**src/rtl/batch_eval_ctrl_if.sv**
```systemverilog
// Bundle of every batch evaluator signal except clock and reset.
// Modport master is the controller side; slave is the ROMs/classifier/host side.
interface batch_eval_ctrl_if #(
  parameter int IMG_PIXELS = 784,
  parameter int PIXEL_W    = 1,
  parameter int NUM_IMAGES = 1000,
  parameter int LABEL_W    = 4
);
  localparam int ADDR_W = $clog2(NUM_IMAGES * IMG_PIXELS);
  localparam int IDX_W  = $clog2(NUM_IMAGES + 1);

  // Handshakes: valid_out and res_valid are one-way strobes with no ready.
  // The receiver must take data on every cycle its valid is high.
  // start is a one-cycle pulse that is honoured only when no batch is running.
  logic               start;
  logic [ADDR_W-1:0]  pix_addr;
  logic [PIXEL_W-1:0] pix_rdata;
  logic [IDX_W-1:0]   label_addr;
  logic [LABEL_W-1:0] label_rdata;
  logic [PIXEL_W-1:0] data_out;
  logic               valid_out;
  logic               res_valid;
  logic [LABEL_W-1:0] res_pred;
  logic               busy;
  logic               done;
  logic [IDX_W-1:0]   img_count;
  logic [IDX_W-1:0]   hit_count;
  logic [IDX_W-1:0]   timeout_cnt;
  logic               err_spur;
  logic [2:0]         state_dbg;

  modport master (
    input  start, pix_rdata, label_rdata, res_valid, res_pred,
    output pix_addr, label_addr, data_out, valid_out, busy, done,
           img_count, hit_count, timeout_cnt, err_spur, state_dbg
  );

  modport slave (
    output start, pix_rdata, label_rdata, res_valid, res_pred,
    input  pix_addr, label_addr, data_out, valid_out, busy, done,
           img_count, hit_count, timeout_cnt, err_spur, state_dbg
  );
endinterface

```
**src/rtl/batch_eval_ctrl.sv**
```systemverilog
// Batch evaluator: streams images from a pixel ROM to the classifier and scores predictions against a label ROM.
// Optional per-image WAIT timeout is compiled in with the macro BATCH_TIMEOUT_EN.
module batch_eval_ctrl #(
  parameter int IMG_PIXELS     = 784,
  parameter int PIXEL_W        = 1,
  parameter int NUM_IMAGES     = 1000,
  parameter int LABEL_W        = 4,
  parameter int TIMEOUT_CYCLES = 4096
) (
  input  logic              clk,
  input  logic              rst_n,
  batch_eval_ctrl_if.master bus
);
  localparam int ADDR_W = $clog2(NUM_IMAGES * IMG_PIXELS);
  localparam int IDX_W  = $clog2(NUM_IMAGES + 1);
  localparam int PIX_W  = (IMG_PIXELS > 1) ? $clog2(IMG_PIXELS) : 1;

  localparam logic [ADDR_W-1:0] PIX_STEP = ADDR_W'(IMG_PIXELS);
  localparam logic [PIX_W-1:0]  PIX_LAST = PIX_W'(IMG_PIXELS - 1);
  localparam logic [IDX_W-1:0]  IMG_LAST = IDX_W'(NUM_IMAGES);

  typedef enum logic [2:0] {
    S_IDLE, S_STREAM, S_WAIT, S_SCORE, S_DONE
  } state_e;

  state_e             state_q;
  logic [ADDR_W-1:0]  base_q;
  logic [ADDR_W-1:0]  pix_addr_q;
  logic [PIX_W-1:0]   pix_idx_q;
  logic [IDX_W-1:0]   label_addr_q;
  logic [IDX_W-1:0]   img_count_q;
  logic [IDX_W-1:0]   hit_count_q;
  logic [LABEL_W-1:0] label_q;
  logic [LABEL_W-1:0] pred_q;
  logic               valid_q;
  logic               busy_q;
  logic               done_q;
  logic               err_spur_q;

  logic               start_ok;
  logic               spur_hit;
  logic               hit_d;
  logic               timed_out;
  logic [IDX_W-1:0]   img_count_d;

`ifdef BATCH_TIMEOUT_EN
  localparam int TO_W = (TIMEOUT_CYCLES > 1) ? $clog2(TIMEOUT_CYCLES) : 1;
  localparam logic [TO_W-1:0] TO_LAST = TO_W'(TIMEOUT_CYCLES - 1);

  logic [TO_W-1:0]  wait_cnt_q;
  logic             timed_out_q;
  logic [IDX_W-1:0] timeout_cnt_q;

  assign timed_out       = timed_out_q;
  assign bus.timeout_cnt = timeout_cnt_q;
`else
  // The timeout length only matters when the timeout is built in.
  logic [31:0] unused_timeout_cfg;
  assign unused_timeout_cfg = TIMEOUT_CYCLES;
  assign timed_out          = 1'b0;
  assign bus.timeout_cnt    = '0;
`endif

  assign start_ok    = bus.start && (state_q == S_IDLE || state_q == S_DONE);
  assign spur_hit    = bus.res_valid && (state_q != S_WAIT);
  assign img_count_d = img_count_q + 1'b1;
  assign hit_d       = (pred_q == label_q) && !timed_out;

  always_ff @(posedge clk or negedge rst_n) begin
    if (!rst_n) begin
      state_q       <= S_IDLE;
      base_q        <= '0;
      pix_addr_q    <= '0;
      pix_idx_q     <= '0;
      label_addr_q  <= '0;
      img_count_q   <= '0;
      hit_count_q   <= '0;
      label_q       <= '0;
      pred_q        <= '0;
      valid_q       <= 1'b0;
      busy_q        <= 1'b0;
      done_q        <= 1'b0;
      err_spur_q    <= 1'b0;
`ifdef BATCH_TIMEOUT_EN
      wait_cnt_q    <= '0;
      timed_out_q   <= 1'b0;
      timeout_cnt_q <= '0;
`endif
    end else begin
      // The ROM's own output register is the pixel data stage, so only the valid is delayed here.
      valid_q <= (state_q == S_STREAM);
      if (spur_hit) err_spur_q <= 1'b1;

      if (start_ok) begin
        state_q       <= S_STREAM;
        base_q        <= '0;
        pix_addr_q    <= '0;
        pix_idx_q     <= '0;
        label_addr_q  <= '0;
        img_count_q   <= '0;
        hit_count_q   <= '0;
        err_spur_q    <= 1'b0;
        busy_q        <= 1'b1;
        done_q        <= 1'b0;
`ifdef BATCH_TIMEOUT_EN
        timeout_cnt_q <= '0;
`endif
      end else begin
        case (state_q)
          S_STREAM: begin
            if (pix_idx_q == PIX_LAST) begin
              label_q <= bus.label_rdata;
              state_q <= S_WAIT;
`ifdef BATCH_TIMEOUT_EN
              wait_cnt_q  <= '0;
              timed_out_q <= 1'b0;
`endif
            end else begin
              pix_idx_q  <= pix_idx_q + 1'b1;
              pix_addr_q <= pix_addr_q + 1'b1;
            end
          end
          S_WAIT: begin
            if (bus.res_valid) begin
              pred_q  <= bus.res_pred;
              state_q <= S_SCORE;
            end
`ifdef BATCH_TIMEOUT_EN
            else if (wait_cnt_q == TO_LAST) begin
              timed_out_q   <= 1'b1;
              timeout_cnt_q <= timeout_cnt_q + 1'b1;
              state_q       <= S_SCORE;
            end else begin
              wait_cnt_q <= wait_cnt_q + 1'b1;
            end
`endif
          end
          S_SCORE: begin
            img_count_q <= img_count_d;
            if (hit_d) hit_count_q <= hit_count_q + 1'b1;
            if (img_count_d == IMG_LAST) begin
              state_q <= S_DONE;
              busy_q  <= 1'b0;
              done_q  <= 1'b1;
            end else begin
              // Next image starts one full image further on; running sum instead of img_idx*IMG_PIXELS.
              state_q      <= S_STREAM;
              base_q       <= base_q + PIX_STEP;
              pix_addr_q   <= base_q + PIX_STEP;
              pix_idx_q    <= '0;
              label_addr_q <= label_addr_q + 1'b1;
            end
          end
          default: ;
        endcase
      end
    end
  end

  assign bus.pix_addr   = pix_addr_q;
  assign bus.label_addr = label_addr_q;
  assign bus.data_out   = valid_q ? bus.pix_rdata : '0;
  assign bus.valid_out  = valid_q;
  assign bus.busy       = busy_q;
  assign bus.done       = done_q;
  assign bus.img_count  = img_count_q;
  assign bus.hit_count  = hit_count_q;
  assign bus.err_spur   = err_spur_q;
  assign bus.state_dbg  = state_q;
endmodule

```
**src/flat_wrapper.sv**
```systemverilog
// flat-port wrapper written by rule: the top's interface ports become plain ports
module batch_eval_ctrl_flat 
#(
  parameter int IMG_PIXELS     = 784,
  parameter int PIXEL_W        = 1,
  parameter int NUM_IMAGES     = 1000,
  parameter int LABEL_W        = 4,
  parameter int TIMEOUT_CYCLES = 4096
)
  (clk, rst_n, bus_start, bus_pix_rdata, bus_label_rdata, bus_res_valid, bus_res_pred, bus_pix_addr, bus_label_addr, bus_data_out, bus_valid_out, bus_busy, bus_done, bus_img_count, bus_hit_count, bus_timeout_cnt, bus_err_spur, bus_state_dbg);
  batch_eval_ctrl_if #(.IMG_PIXELS(IMG_PIXELS), .PIXEL_W(PIXEL_W), .NUM_IMAGES(NUM_IMAGES), .LABEL_W(LABEL_W)) bus_i ();
  input  logic clk;
  input  logic rst_n;
  input wire logic [$bits(bus_i.start)-1:0] bus_start;
  input wire logic [$bits(bus_i.pix_rdata)-1:0] bus_pix_rdata;
  input wire logic [$bits(bus_i.label_rdata)-1:0] bus_label_rdata;
  input wire logic [$bits(bus_i.res_valid)-1:0] bus_res_valid;
  input wire logic [$bits(bus_i.res_pred)-1:0] bus_res_pred;
  output wire logic [$bits(bus_i.pix_addr)-1:0] bus_pix_addr;
  output wire logic [$bits(bus_i.label_addr)-1:0] bus_label_addr;
  output wire logic [$bits(bus_i.data_out)-1:0] bus_data_out;
  output wire logic [$bits(bus_i.valid_out)-1:0] bus_valid_out;
  output wire logic [$bits(bus_i.busy)-1:0] bus_busy;
  output wire logic [$bits(bus_i.done)-1:0] bus_done;
  output wire logic [$bits(bus_i.img_count)-1:0] bus_img_count;
  output wire logic [$bits(bus_i.hit_count)-1:0] bus_hit_count;
  output wire logic [$bits(bus_i.timeout_cnt)-1:0] bus_timeout_cnt;
  output wire logic [$bits(bus_i.err_spur)-1:0] bus_err_spur;
  output wire logic [$bits(bus_i.state_dbg)-1:0] bus_state_dbg;
  assign bus_i.start = bus_start;
  assign bus_i.pix_rdata = bus_pix_rdata;
  assign bus_i.label_rdata = bus_label_rdata;
  assign bus_i.res_valid = bus_res_valid;
  assign bus_i.res_pred = bus_res_pred;
  assign bus_pix_addr = bus_i.pix_addr;
  assign bus_label_addr = bus_i.label_addr;
  assign bus_data_out = bus_i.data_out;
  assign bus_valid_out = bus_i.valid_out;
  assign bus_busy = bus_i.busy;
  assign bus_done = bus_i.done;
  assign bus_img_count = bus_i.img_count;
  assign bus_hit_count = bus_i.hit_count;
  assign bus_timeout_cnt = bus_i.timeout_cnt;
  assign bus_err_spur = bus_i.err_spur;
  assign bus_state_dbg = bus_i.state_dbg;
  batch_eval_ctrl #(.IMG_PIXELS(IMG_PIXELS), .PIXEL_W(PIXEL_W), .NUM_IMAGES(NUM_IMAGES), .LABEL_W(LABEL_W), .TIMEOUT_CYCLES(TIMEOUT_CYCLES)) u_core (.clk(clk), .rst_n(rst_n), .bus(bus_i));
endmodule
```
**config.mk**
```make
export PLATFORM = sky130hd
export DESIGN_NAME = batch_eval_ctrl_flat
export DESIGN_NICKNAME = d
export VERILOG_FILES = /design/src/rtl/batch_eval_ctrl_if.sv /design/src/rtl/batch_eval_ctrl.sv /design/src/flat_wrapper.sv
export SDC_FILE = /design/constraint.sdc
export NUM_CORES = 1
export LEC_CHECK = 0
export CORE_AREA = 2 2 115 117
export CTS_CLUSTER_DIAMETER = 100
export DETAILED_ROUTE_END_ITERATION = 8
export DIE_AREA = 0 0 117 119
export GPL_ROUTABILITY_DRIVEN = 0
export MAX_ROUTING_LAYER = met4
export PLACE_DENSITY = 0.7
export SETUP_SLACK_MARGIN = 0.5
export SLEW_MARGIN = 20
export SYNTH_ARGS = -nofsm -noshare
export SYNTH_HDL_FRONTEND = slang
export SYNTH_SLANG_ARGS = --single-unit
```
**constraint.sdc**
```tcl
create_clock -name clk -period 2.6 [get_ports clk]
set_input_delay 0.52 -clock clk [delete_from_list [all_inputs] [get_ports clk]]
set_output_delay 0.52 -clock clk [all_outputs]
set_load 0.005 [all_outputs]
```
# == Yosys cells after proc, flatten, opt, wreduce, memory -nomap -nowiden ==
# Index checks and enable logic that the tools add are counted.
# totals
ff_bits,95
out_inout_bits,68
# classes
add_sub_neg,6
n_eq_ne,13
n_mux,32
n_bitwise,1
n_reduce_logical,17
# ops
op,n
2-to-1 mux 10 bit,11
2-to-1 mux 20 bit,5
adder 10 x 1 -> 10 bit (second input constant),4
one-hot mux 20 bit (2 select lines),1
adder 20 x 1 -> 20 bit (second input constant),1
adder 20 x 10 -> 20 bit (second input constant),1
== test 10 bit (second input constant),2
one-hot mux 10 bit (2 select lines),1
inequality test 3 x 2 -> 1 bit (second input constant),5
2-to-1 mux 3 bit,4
AND reduction 3 bit,4
2-to-1 mux 1 bit,9
one-hot mux 3 bit (3 select lines),1
nonzero test 2 bit,4
== test 3 x 2 -> 1 bit (second input constant),2
AND reduction 2 bit,3
== test 4 bit,1
nonzero test 4 bit,1
== test 3 x 1 -> 1 bit (second input constant),1
== test 3 bit (second input constant),1
logical NOT 3 bit,1
nonzero test 3 bit,1
logical AND 1 bit,2
inequality test 2 x 1 -> 1 bit (second input constant),1
2 further kinds,2

# == Longest topological paths before layout ==
# Gate-level depths: netlist of run 1.
# depth
depth_word,5
ltp_mapped,9
depth_no_buf,7

# == Worst setup path after synthesis of run 1 ==
# Ideal clock, no wire load.
# synth_timing
path_type,register -> register
start,register u_core.img_count_q[0] (netlist: u_core.bus.img_count[0])
end,register u_core.label_addr_q[8] (netlist: u_core.bus.label_addr[8])
arrival_ns,2.298
t_required_ns,2.522
slack_ns,0.224
stages_incl_launch_ff,10
path_buffers,2
cell_sequence,dfrtp_1 > ha_1 > a21oi_1 > or3_1 > a32o_1 > buf_6 > a21o_1 > buf_6 > or4_1 > a21oi_1
# synth_between
elab_chain_len,4
# synth_lines
item,line,text
from (decl),batch_eval_ctrl.sv:31,logic [IDX_W-1:0] img_count_q;
from (signal assigned),batch_eval_ctrl.sv:139,img_count_q <= img_count_d;
adder 10 x 1 -> 10 bit,batch_eval_ctrl.sv:66,assign img_count_d = img_count_q + 1'b1;
== test 10 bit,batch_eval_ctrl.sv:141,if (img_count_d == IMG_LAST) begin
inequality test 2 x 1 -> 1 bit (no line),n/a,
AND reduction 2 bit (no line),n/a,
to (signal assigned),batch_eval_ctrl.sv:151,label_addr_q <= label_addr_q + 1'b1;
to (decl),batch_eval_ctrl.sv:30,logic [IDX_W-1:0] label_addr_q;
# No other way between the ends.
# A chain may end at the register's enable or synchronous reset.

# == Worst setup path in the final report of run 1 ==
# layout_timing
start,register u_core.img_count_q[1] (netlist: u_core.bus.img_count[1])
end,register u_core.pix_addr_q[9] (netlist: u_core.bus.pix_addr[9])
# layout_between
elab_chain_len,4
# layout_lines
item,line,text
adder 10 x 1 -> 10 bit,batch_eval_ctrl.sv:66,
== test 10 bit,batch_eval_ctrl.sv:141,
inequality test 3 x 2 -> 1 bit (no line),n/a,
AND reduction 3 bit (no line),n/a,
to (signal assigned),batch_eval_ctrl.sv:120,pix_addr_q <= pix_addr_q + 1'b1;
to (signal assigned),batch_eval_ctrl.sv:149,pix_addr_q <= base_q + PIX_STEP;
to (decl),batch_eval_ctrl.sv:28,logic [ADDR_W-1:0] pix_addr_q;
# No other way between the ends.

==> reports/metrics.cfg, run 1 <==
[drt]
ant_nets=0
post_drt_wl_per_cell_um=17.9
dr.pass1.iters=8
dr.first_iter.drc_count=365
drt_wl_total_um=15100
viasPerCell=5.77
route.detailed.drc=0
via_count=4885

[cts]
holdBufCountCts=0
htreeDepth=3
clockBufferDepth=2
tritoncts=built
cts-root-buf=clkbuf_16
clk-insertion-delay-late_ns=0.35
numClockSinks=91
cts_buffers=9
clk_pin_slew_ns=0.07

[pwr]
swShare_pct=39.1
power_mw=6.80
p_per_area_mw_per_mm2=957
switching_power_mw=2.66
seqPwrFrac_pct=34.3
pwr-share-comb_pct=46.1
vdd_drop_max_mv=0.366
p_int_mw=4.14
clkPwrFrac_pct=19.7
p_leak_nw=2.88

[floorplan]
die-area_sq_mm=0.0139
io_pins=81
fp.dieH_um=119
rows=42
die_x_um=117
initial_core_util_pct=38.9
coreArea_sq_mm=0.0129

[grt]
grt_pass1_wl_um=23300
grt-ovfl-total=0
grt_max_degree=53
grt_use_total_pct=21.8
grt_pass1_vias=4563
antenna_found_initial=0

[worst_setup_path]
required_ns=2.84
cp_common_cell=buf_4
r2r_slack_ns=0.39
rr_endpoint=u_core.bus.pix_addr[9]
r2r_cells=9
slowest_stage=dfrtp_2
cp_cell_sequence=ha_4, buf_4, nand4_1, buf_4, nor2_4, a31oi_4, buf_4, buf_4, a32o_1
critPathArrivalTime_ns=2.45
critPathMaxFanout=5
endpoint_kind=register
critPathTopFamily=buffers and inverters
r2r-start=u_core.bus.img_count[1]
crit_type=reg -> reg
worstSetupStartpointType=register
critPathMaxStageDelay_ns=0.42
crit_buf_inv=4

[timing]
fin_crit_ns=2.21
setup_violations=0
clock.fmax_mhz=453
setup_ws_ns=0.393
worst_pin_slew_ns=0.542
skew_ns=0.00620
tns_ns=0
whs_ns=0.140
slew_headroom_pct=63.9
rsz0062_at_grt=yes
drv_slew=0
post-route-period-util_pct=84.9
finalHoldViolations=0

[cells_and_area]
area_delta_synth_final_pct=42.1
n_antenna_cell=0
utilization_pct=55.2
fin_cells=847
final_cell_area_sq_mm=0.00711
fillers=1092
drive_above_1_share_pct=24.0
regArea_sq_mm=0.00229
multiInputGateArea_sq_mm=0.00301
final_nets=685

[place]
placed_cells=798
numPortBuffers=70
place_ws_ns=0.0694
place_hpwl_um=9570
post_dp_cell_area_sq_mm=0.00604

[logic_synthesis]
syn_inst=555
ys_ff_latch=91
yosys_most_used_dff=dfrtp_1
async_reset_ff_share_pct=100
synth_top_cell_by_area=dfrtp_1
yosysWarnings=0
yosys.area.top_type_share_pct=45.5
netlist-cell-type-count=58
syn_avg_cell_area_sq_um=9.01
netlist_area_sq_mm=0.00500
ys_seq_area_share_pct=45.5
synth_edf_count=0
yosys-top-cells-area=dfrtp_1 46%, o21ai_0 5.4%, nand2_1 4.4%

[worst_hold_path]
min_path_type=in -> async

[run_status]
status=finished clean

[flow_run]
cap_violations=0

how the worst max path moves through the flow:
stage | from | end | slack, ns | cells after the start
2_1_floorplan | u_core.bus.img_count[0] | u_core.bus.label_addr[8] | 0.31 | 9
3_3_place_gp | bus_start | u_core.bus.pix_addr[13] | 0.15 | 8
3_5_place_dp | bus_start | u_core.pix_idx_q[5] | 0.07 | 8
4_1_cts | u_core.bus.img_count[1] | u_core.base_q[17] | 0.37 | 7
5_1_grt | u_core.bus.img_count[1] | u_core.base_q[17] | 0.33 | 7
6_report | u_core.bus.img_count[1] | u_core.bus.pix_addr[9] | 0.39 | 9
area by class of cell:
cell class              instances  share of cell area, %
repair buffers                129                   17.8
clock buffers                   9                   3.17
inverters                       6                  0.317
multi-input cells             429                   42.4
flip-flops and latches         91                   32.2
well taps                     176                   3.10
clock inverters                 7                   1.07
worst register-to-register path, stage by stage, from the launching register on:
cell     delay, ns
dfrtp_2       0.42
ha_4          0.17
buf_4         0.12
nand4_1       0.24
buf_4         0.25
nor2_4        0.22
a31oi_4       0.12
buf_4         0.18
buf_4         0.15
a32o_1        0.23
routing by layer:
layer | share of wire [%] | track usage [%] | vias up
li1 | - | - | 2239
met1 | 42 | 29.1 | 2392
met2 | 49 | 33.5 | 212
met3 | 6.6 | 5.14 | 42
met4 | 2.4 | 5.96 | 0
met5 | 0 | - | -
placed cells by master, fill, tap and decap left out, drive strengths merged, types with 10 or more instances in the layout:
cell type,n
and2,10
o21ai,56
nor2,46
dfrtp,91
nand2,60
and3,18
o31ai,13
nor3,20
clkdlybuf4s50,69
conb,10
nand4,12
buf,59
clkbuf,10
nand3,30
xnor2,21
a21oi,22
cells by family (layout without fill, tap and decap cells):
logic type      Yosys count  count (layout)  synth area share (%)
flops                    91              91                  45.5
xor+xnor                 30              30                  5.25
mux                      11              11                  2.40
compound gates          148             148                  18.8
simple gates            224             224                  22.1
other cells               1              10                0.0750
fa+ha+maj                 6               6                  1.50
buf+inv                  44             151                  4.38
cell usage after synthesis, types with 3 or more instances:
cell / count
mux2_2: 8
buf_1: 3
nand2_1: 59
nor2b_1: 3
a31oi_1: 9
nor3b_1: 3
nor3_1: 20
o22ai_1: 4
xor2_1: 9
nor2_1: 46
clkbuf_1: 22
and3_1: 18
nand4_1: 12
o211ai_1: 6
o311ai_0: 6
mux2i_1: 3
xnor2_1: 21
and2_1: 10
a21o_1: 5
a211oi_1: 6
ha_1: 6
nand3_1: 30
buf_4: 10
or3_1: 6
inv_1: 6
dfrtp_1: 91
a21oi_1: 22
o31ai_1: 13
o21ai_0: 54
flip-flops by register name (all words and copies together), names as in the netlist:
register,flops
u_core.bus.pix_addr,20
u_core.base_q,16
u_core.bus.hit_count,10
u_core.bus.img_count,10
u_core.bus.label_addr,10
u_core.pix_idx_q,10
u_core.label_q,4
u_core.pred_q,4
u_core.bus.state_dbg,3
u_core.bus.busy,1
u_core.bus.done,1
u_core.bus.err_spur,1
u_core.bus.valid_out,1
timing repair:
item | 4_1_cts | 5_1_grt
setup buffers | 18 | 14
endpoints found under the setup margin | 73 | 72
resized for setup | 36 | 104
pin swaps | 15 | 19
gates cloned | 0 | 1
endpoints found under the hold margin | 0 | 0
power groups by stage:
| stage | Clock, mW | Sequential [mW] | Combinational, mW |
|---|---|---|---|
| after CTS | 1.36 | 2.28 | 2.67 |
| after global placement | 0 | 2.27 | 2.39 |
| after floorplan | 0 | 2.16 | 1.42 |
| after detailed placement | 0 | 2.29 | 2.44 |
| final | 1.34 | 2.33 | 3.13 |
| after global routing | 1.42 | 2.39 | 3.40 |
(Power assumes the default switching activity.)
==> run 2: changes to the inputs <==
==> constraint.sdc (replaced) <==
create_clock -name clk -period 2.1 [get_ports clk]
set_input_delay 0.42 -clock clk [delete_from_list [all_inputs] [get_ports clk]]
set_output_delay 0.42 -clock clk [all_outputs]
set_load 0.005 [all_outputs]
==> reports/metrics.cfg, run 2 (same netlist as run 1, synthesis figures left out) <==
[drt]
dr.pass1.iters=5
dr.first_iter.drc_count=693
via_count=5400
post_drt_wl_per_cell_um=17.8
ant_nets=0
route.detailed.drc=0
viasPerCell=5.69
drt_wl_total_um=16900

[timing]
clock.fmax_mhz=451
tns_ns=-1.24
post-route-period-util_pct=106
whs_ns=0.108
drv_slew=0
slew_headroom_pct=66.5
finalHoldViolations=0
rsz0062_at_grt=yes
fin_crit_ns=2.22
setup_ws_ns=-0.119
setup_violations=25
skew_ns=0.00951
worst_pin_slew_ns=0.502

[worst_hold_path]
min_path_type=in -> async

[cts]
tritoncts=built
htreeDepth=3
holdBufCountCts=0
clk_pin_slew_ns=0.07
clk-insertion-delay-late_ns=0.35
cts_buffers=9
numClockSinks=91
clockBufferDepth=2
cts-root-buf=clkbuf_16

[cells_and_area]
multiInputGateArea_sq_mm=0.00308
largest_reg_flops=20
utilization_pct=61.3
drive_above_1_share_pct=35.7
fillers=1034
area_delta_synth_final_pct=57.9
regArea_sq_mm=0.00229
n_antenna_cell=0
final_cell_mix=128 x buf_4, 79 x dfrtp_1, 51 x nand2_1
final_common_cell=buf_4
final_nets=787

[worst_setup_path]
cp_common_cell=a21oi_2
cp_cell_sequence=ha_2, a21oi_2, or3_4, a32o_2, a21o_4, or4_4, a21oi_2
r2r_cells=7
critPathMaxFanout=5
critPathArrivalTime_ns=2.49
endpoint_kind=register
critPathTopFamily=simple AND/OR/NAND/NOR gates
crit_type=reg -> reg
worstSetupStartpointType=register
slowest_stage=or4_4
crit_buf_inv=0
required_ns=2.37
critPathMaxStageDelay_ns=0.42
worst-path-stages=7

[grt]
grt-ovfl-total=0
grt_max_degree=92
antenna_found_initial=0
grt_pass1_wl_um=25900
grt_use_total_pct=24.4
grt_pass1_vias=5212

[run_status]
violations=setup timing
status=finished with violations

[place]
place_hpwl_um=10200
place_ws_ns=-0.207
numPortBuffers=70

[floorplan]
coreArea_sq_mm=0.0129
fp.dieH_um=119
io_pins=81
die_x_um=117
initial_core_util_pct=38.9
rows=42
die-area_sq_mm=0.0139

[pwr]
vdd_drop_max_mv=0.510
power_mw=8.95
p_leak_nw=3.73
p_per_area_mw_per_mm2=1130

[flow_run]
cap_violations=0

==> run 2: cell count changes in the layout (fill, tap and decap cells not counted), moves of 6 or more <==
cell and change:
buf_4 +88, clkdlybuf4s50_1 -58, dlygate4sd2_1 +50, buf_6 +16, nand2_1 -7, nor3_4 +6
==> run 2: final cells by class <==
cell class,count,share of cell area [%]
inverters,6,0.285
flip-flops and latches,91,29.0
multi-input cells,429,39.0
repair buffers,231,25.3
well taps,176,2.79
clock inverters,3,0.285
clock buffers,13,3.30
==> run 2: routing by layer <==
layer / share of wire (%) / vias up / GRT usage (%) / wire length, um
met2: 50 / 241 / 39.5 / 8420
met4: 3.0 / 0 / 11.3 / 500
met5: 0 / - / - / 0
met3: 5.7 / 53 / 3.46 / 961
li1: - / 2441 / - / -
met1: 41 / 2665 / 30.1 / 6990
==> run 2: path summary, 6_finish.rpt <==
path	start	endpoint	slack, ns
worst min-delay path	rst_n	u_core.bus.valid_out	0.11
worst max-delay path	u_core.bus.img_count[0]	u_core.bus.label_addr[8]	-0.12
worst min register to register	u_core.pix_idx_q[1]	u_core.pix_idx_q[1]	0.51
min in group clk	u_core.pix_idx_q[1]	u_core.pix_idx_q[1]	0.51
max in group asynchronous	rst_n	u_core.bus.pix_addr[14]	1.58
worst max register to register	u_core.bus.img_count[0]	u_core.bus.label_addr[8]	-0.12
==> run 2: repair_timing <==
item	4_1_cts	5_1_grt
endpoints found under the hold margin	0	0
endpoints found under the setup margin	146	92
cloned	1	0
pin swaps	30	24
setup buffers	71	8
gates resized for setup	161	67
==> run 2: metrics by stage <==
step                instance area [sq um]  std cells
floorplan                            5210        564
global placement                     6530        853
detailed placement                   6530        853
CTS                                  7600        941
global route                         7900        949
finish                               7900        949
==> run 2: power breakdown <==
| part | switching [mW] | internal [mW] | total [mW] |
|---|---|---|---|
| clock | 0.710 | 0.869 | 1.58 |
| sequential | 0.458 | 2.23 | 2.69 |
| combinational | 2.32 | 2.36 | 4.68 |
| total | 3.49 | 5.46 | 8.95 |
==> run 3: changes to the inputs <==
==> constraint.sdc (replaced) <==
create_clock -name clk -period 2.1 [get_ports clk]
set_input_delay 0.42 -clock clk [delete_from_list [all_inputs] [get_ports clk]]
set_output_delay 0.42 -clock clk [all_outputs]
set_load 0.05 [all_outputs]
==> reports/metrics.cfg, run 3 (same netlist as run 1, synthesis figures left out) <==
[place]
place_ws_ns=-0.429
numPortBuffers=70
place_hpwl_um=10500

[timing]
fin_crit_ns=2.34
skew_ns=0.00921
slew_headroom_pct=48.4
setup_ws_ns=-0.236
clock.fmax_mhz=428
whs_ns=0.0244
drv_slew=0
worst_pin_slew_ns=0.768
post-route-period-util_pct=111
finalHoldViolations=0
rsz0062_at_grt=yes
setup_violations=55

[floorplan]
fp.dieH_um=119
die_x_um=117
die-area_sq_mm=0.0139
io_pins=81
rows=42
initial_core_util_pct=38.9
coreArea_sq_mm=0.0129

[cts]
tritoncts=built
cts-root-buf=clkbuf_16
cts_buffers=9
htreeDepth=3
clockBufferDepth=2
numClockSinks=91
clk-insertion-delay-late_ns=0.36
clk_pin_slew_ns=0.07

[cells_and_area]
fillers=856
multiInputGateArea_sq_mm=0.00344
n_antenna_cell=0
final_cell_mix=99 x buf_4, 70 x dfrtp_1, 52 x buf_6
regArea_sq_mm=0.00230
final_nets=779
drive_above_1_share_pct=49.2
area_delta_synth_final_pct=69.0
final_common_cell=buf_4
largest_reg_flops=20

[pwr]
p_int_mw=6.21
p_per_area_mw_per_mm2=1330
clkPwrFrac_pct=15.9
switching_power_mw=5.04
vdd_drop_max_mv=0.932
seqPwrFrac_pct=25.8
pwr-share-comb_pct=58.3
swShare_pct=44.8
p_leak_nw=3.74

[grt]
antenna_found_initial=0
grt_use_total_pct=26.4
grt-ovfl-total=0
grt_pass1_vias=5391
grt_max_degree=34
grt_pass1_wl_um=27700

[drt]
viasPerCell=5.99
drt_wl_total_um=19900
ant_nets=0
post_drt_wl_per_cell_um=21.2
route.detailed.drc=0
dr.first_iter.drc_count=587
dr.pass1.iters=6
via_count=5635

[run_status]
violations=setup timing
status=finished with violations

[worst_setup_path]
crit_type=reg -> reg
critPathArrivalTime_ns=2.62
worstSetupStartpointType=register
required_ns=2.38
critPathMaxFanout=6
endpoint_kind=register

[flow_run]
cap_violations=0

[worst_hold_path]
min_path_type=in -> async

run 3: cell types whose count changed in the layout (fill, tap and decap cells not counted), moves of 14 or more:
| cell | before | now |
|---|---|---|
| o21ai_2 | 5 | 19 |
| clkdlybuf4s15_2 | 0 | 23 |
| dlygate4sd2_1 | 50 | 0 |
| buf_6 | 29 | 52 |
| o21ai_0 | 29 | 15 |
| buf_2 | 1 | 18 |
| buf_4 | 128 | 99 |
run 3: critical path, stage by stage (launching register included):
cell	delay, ns
dfrtp_2	0.42
ha_4	0.16
a21oi_2	0.04
or3_4	0.41
a32o_2	0.36
a21o_4	0.26
or4_4	0.44
a21oi_2	0.17
run 3: through the flow:
step	utilization (%)	total power, mW	setup TNS, ns	cells	cell area, sq um
6_report	65.7	11.2	-4.64	941	8450
5_1_grt	65.7	11.7	-7.37	941	8450
4_1_cts	60.8	10.2	-0.460	909	7830
3_5_place_dp	51.2	7.37	-8.97	852	6590
3_3_place_gp	51.2	7.26	-2.05	852	6590
2_1_floorplan	-	5.60	-7.41	564	5320
run 3: path summary, 6_finish.rpt:
kind	startpoint	endpoint	slack, ns	depth (start not counted)
hold / removal	rst_n	u_core.pix_idx_q[9]	0.02	1
max in group asynchronous	rst_n	u_core.base_q[7]	1.52	2
setup reg to reg	u_core.bus.img_count[0]	u_core.bus.label_addr[8]	-0.24	7
setup / recovery	u_core.bus.img_count[0]	u_core.bus.label_addr[8]	-0.24	7
hold reg to reg	u_core.bus.img_count[9]	u_core.bus.img_count[9]	0.51	1
min in group clk	u_core.bus.img_count[9]	u_core.bus.img_count[9]	0.51	1
run 3: cell type report:
cell class	count	share of cell area, %
Sequential cell	91	27.2
Tap cell	176	2.61
Clock buffer	12	2.92
Multi-Input combinational cell	431	40.7
Timing Repair Buffer	221	25.4
Inverter	6	0.266
Clock inverter	4	0.873
run 3: routing by layer:
metal | GRT usage [%] | share of wire, % | vias to the layer above
met5 | - | 0 | -
met4 | 13.5 | 5.7 | 0
met3 | 4.58 | 7.3 | 101
met2 | 42.0 | 50 | 342
met1 | 32.0 | 37 | 2762
li1 | - | - | 2430
run 3: timing repair:
| action | 4_1_cts | 5_1_grt |
|---|---|---|
| cloned | 5 | 1 |
| endpoints found under the setup margin | 129 | 98 |
| pin swaps | 46 | 47 |
| hold buffers | 0 | 0 |
| buffers inserted | 36 | 31 |
| resized for setup | 312 | 109 |
run 3: power groups by stage:
stage / clock network (mW) / registers [mW] / logic [mW]
floorplan: 0 / 3.59 / 2.00
global placement: 0 / 2.77 / 4.49
detailed placement: 0 / 2.80 / 4.57
CTS: 1.79 / 2.81 / 5.57
global route: 1.87 / 2.94 / 6.87
finish: 1.79 / 2.90 / 6.55
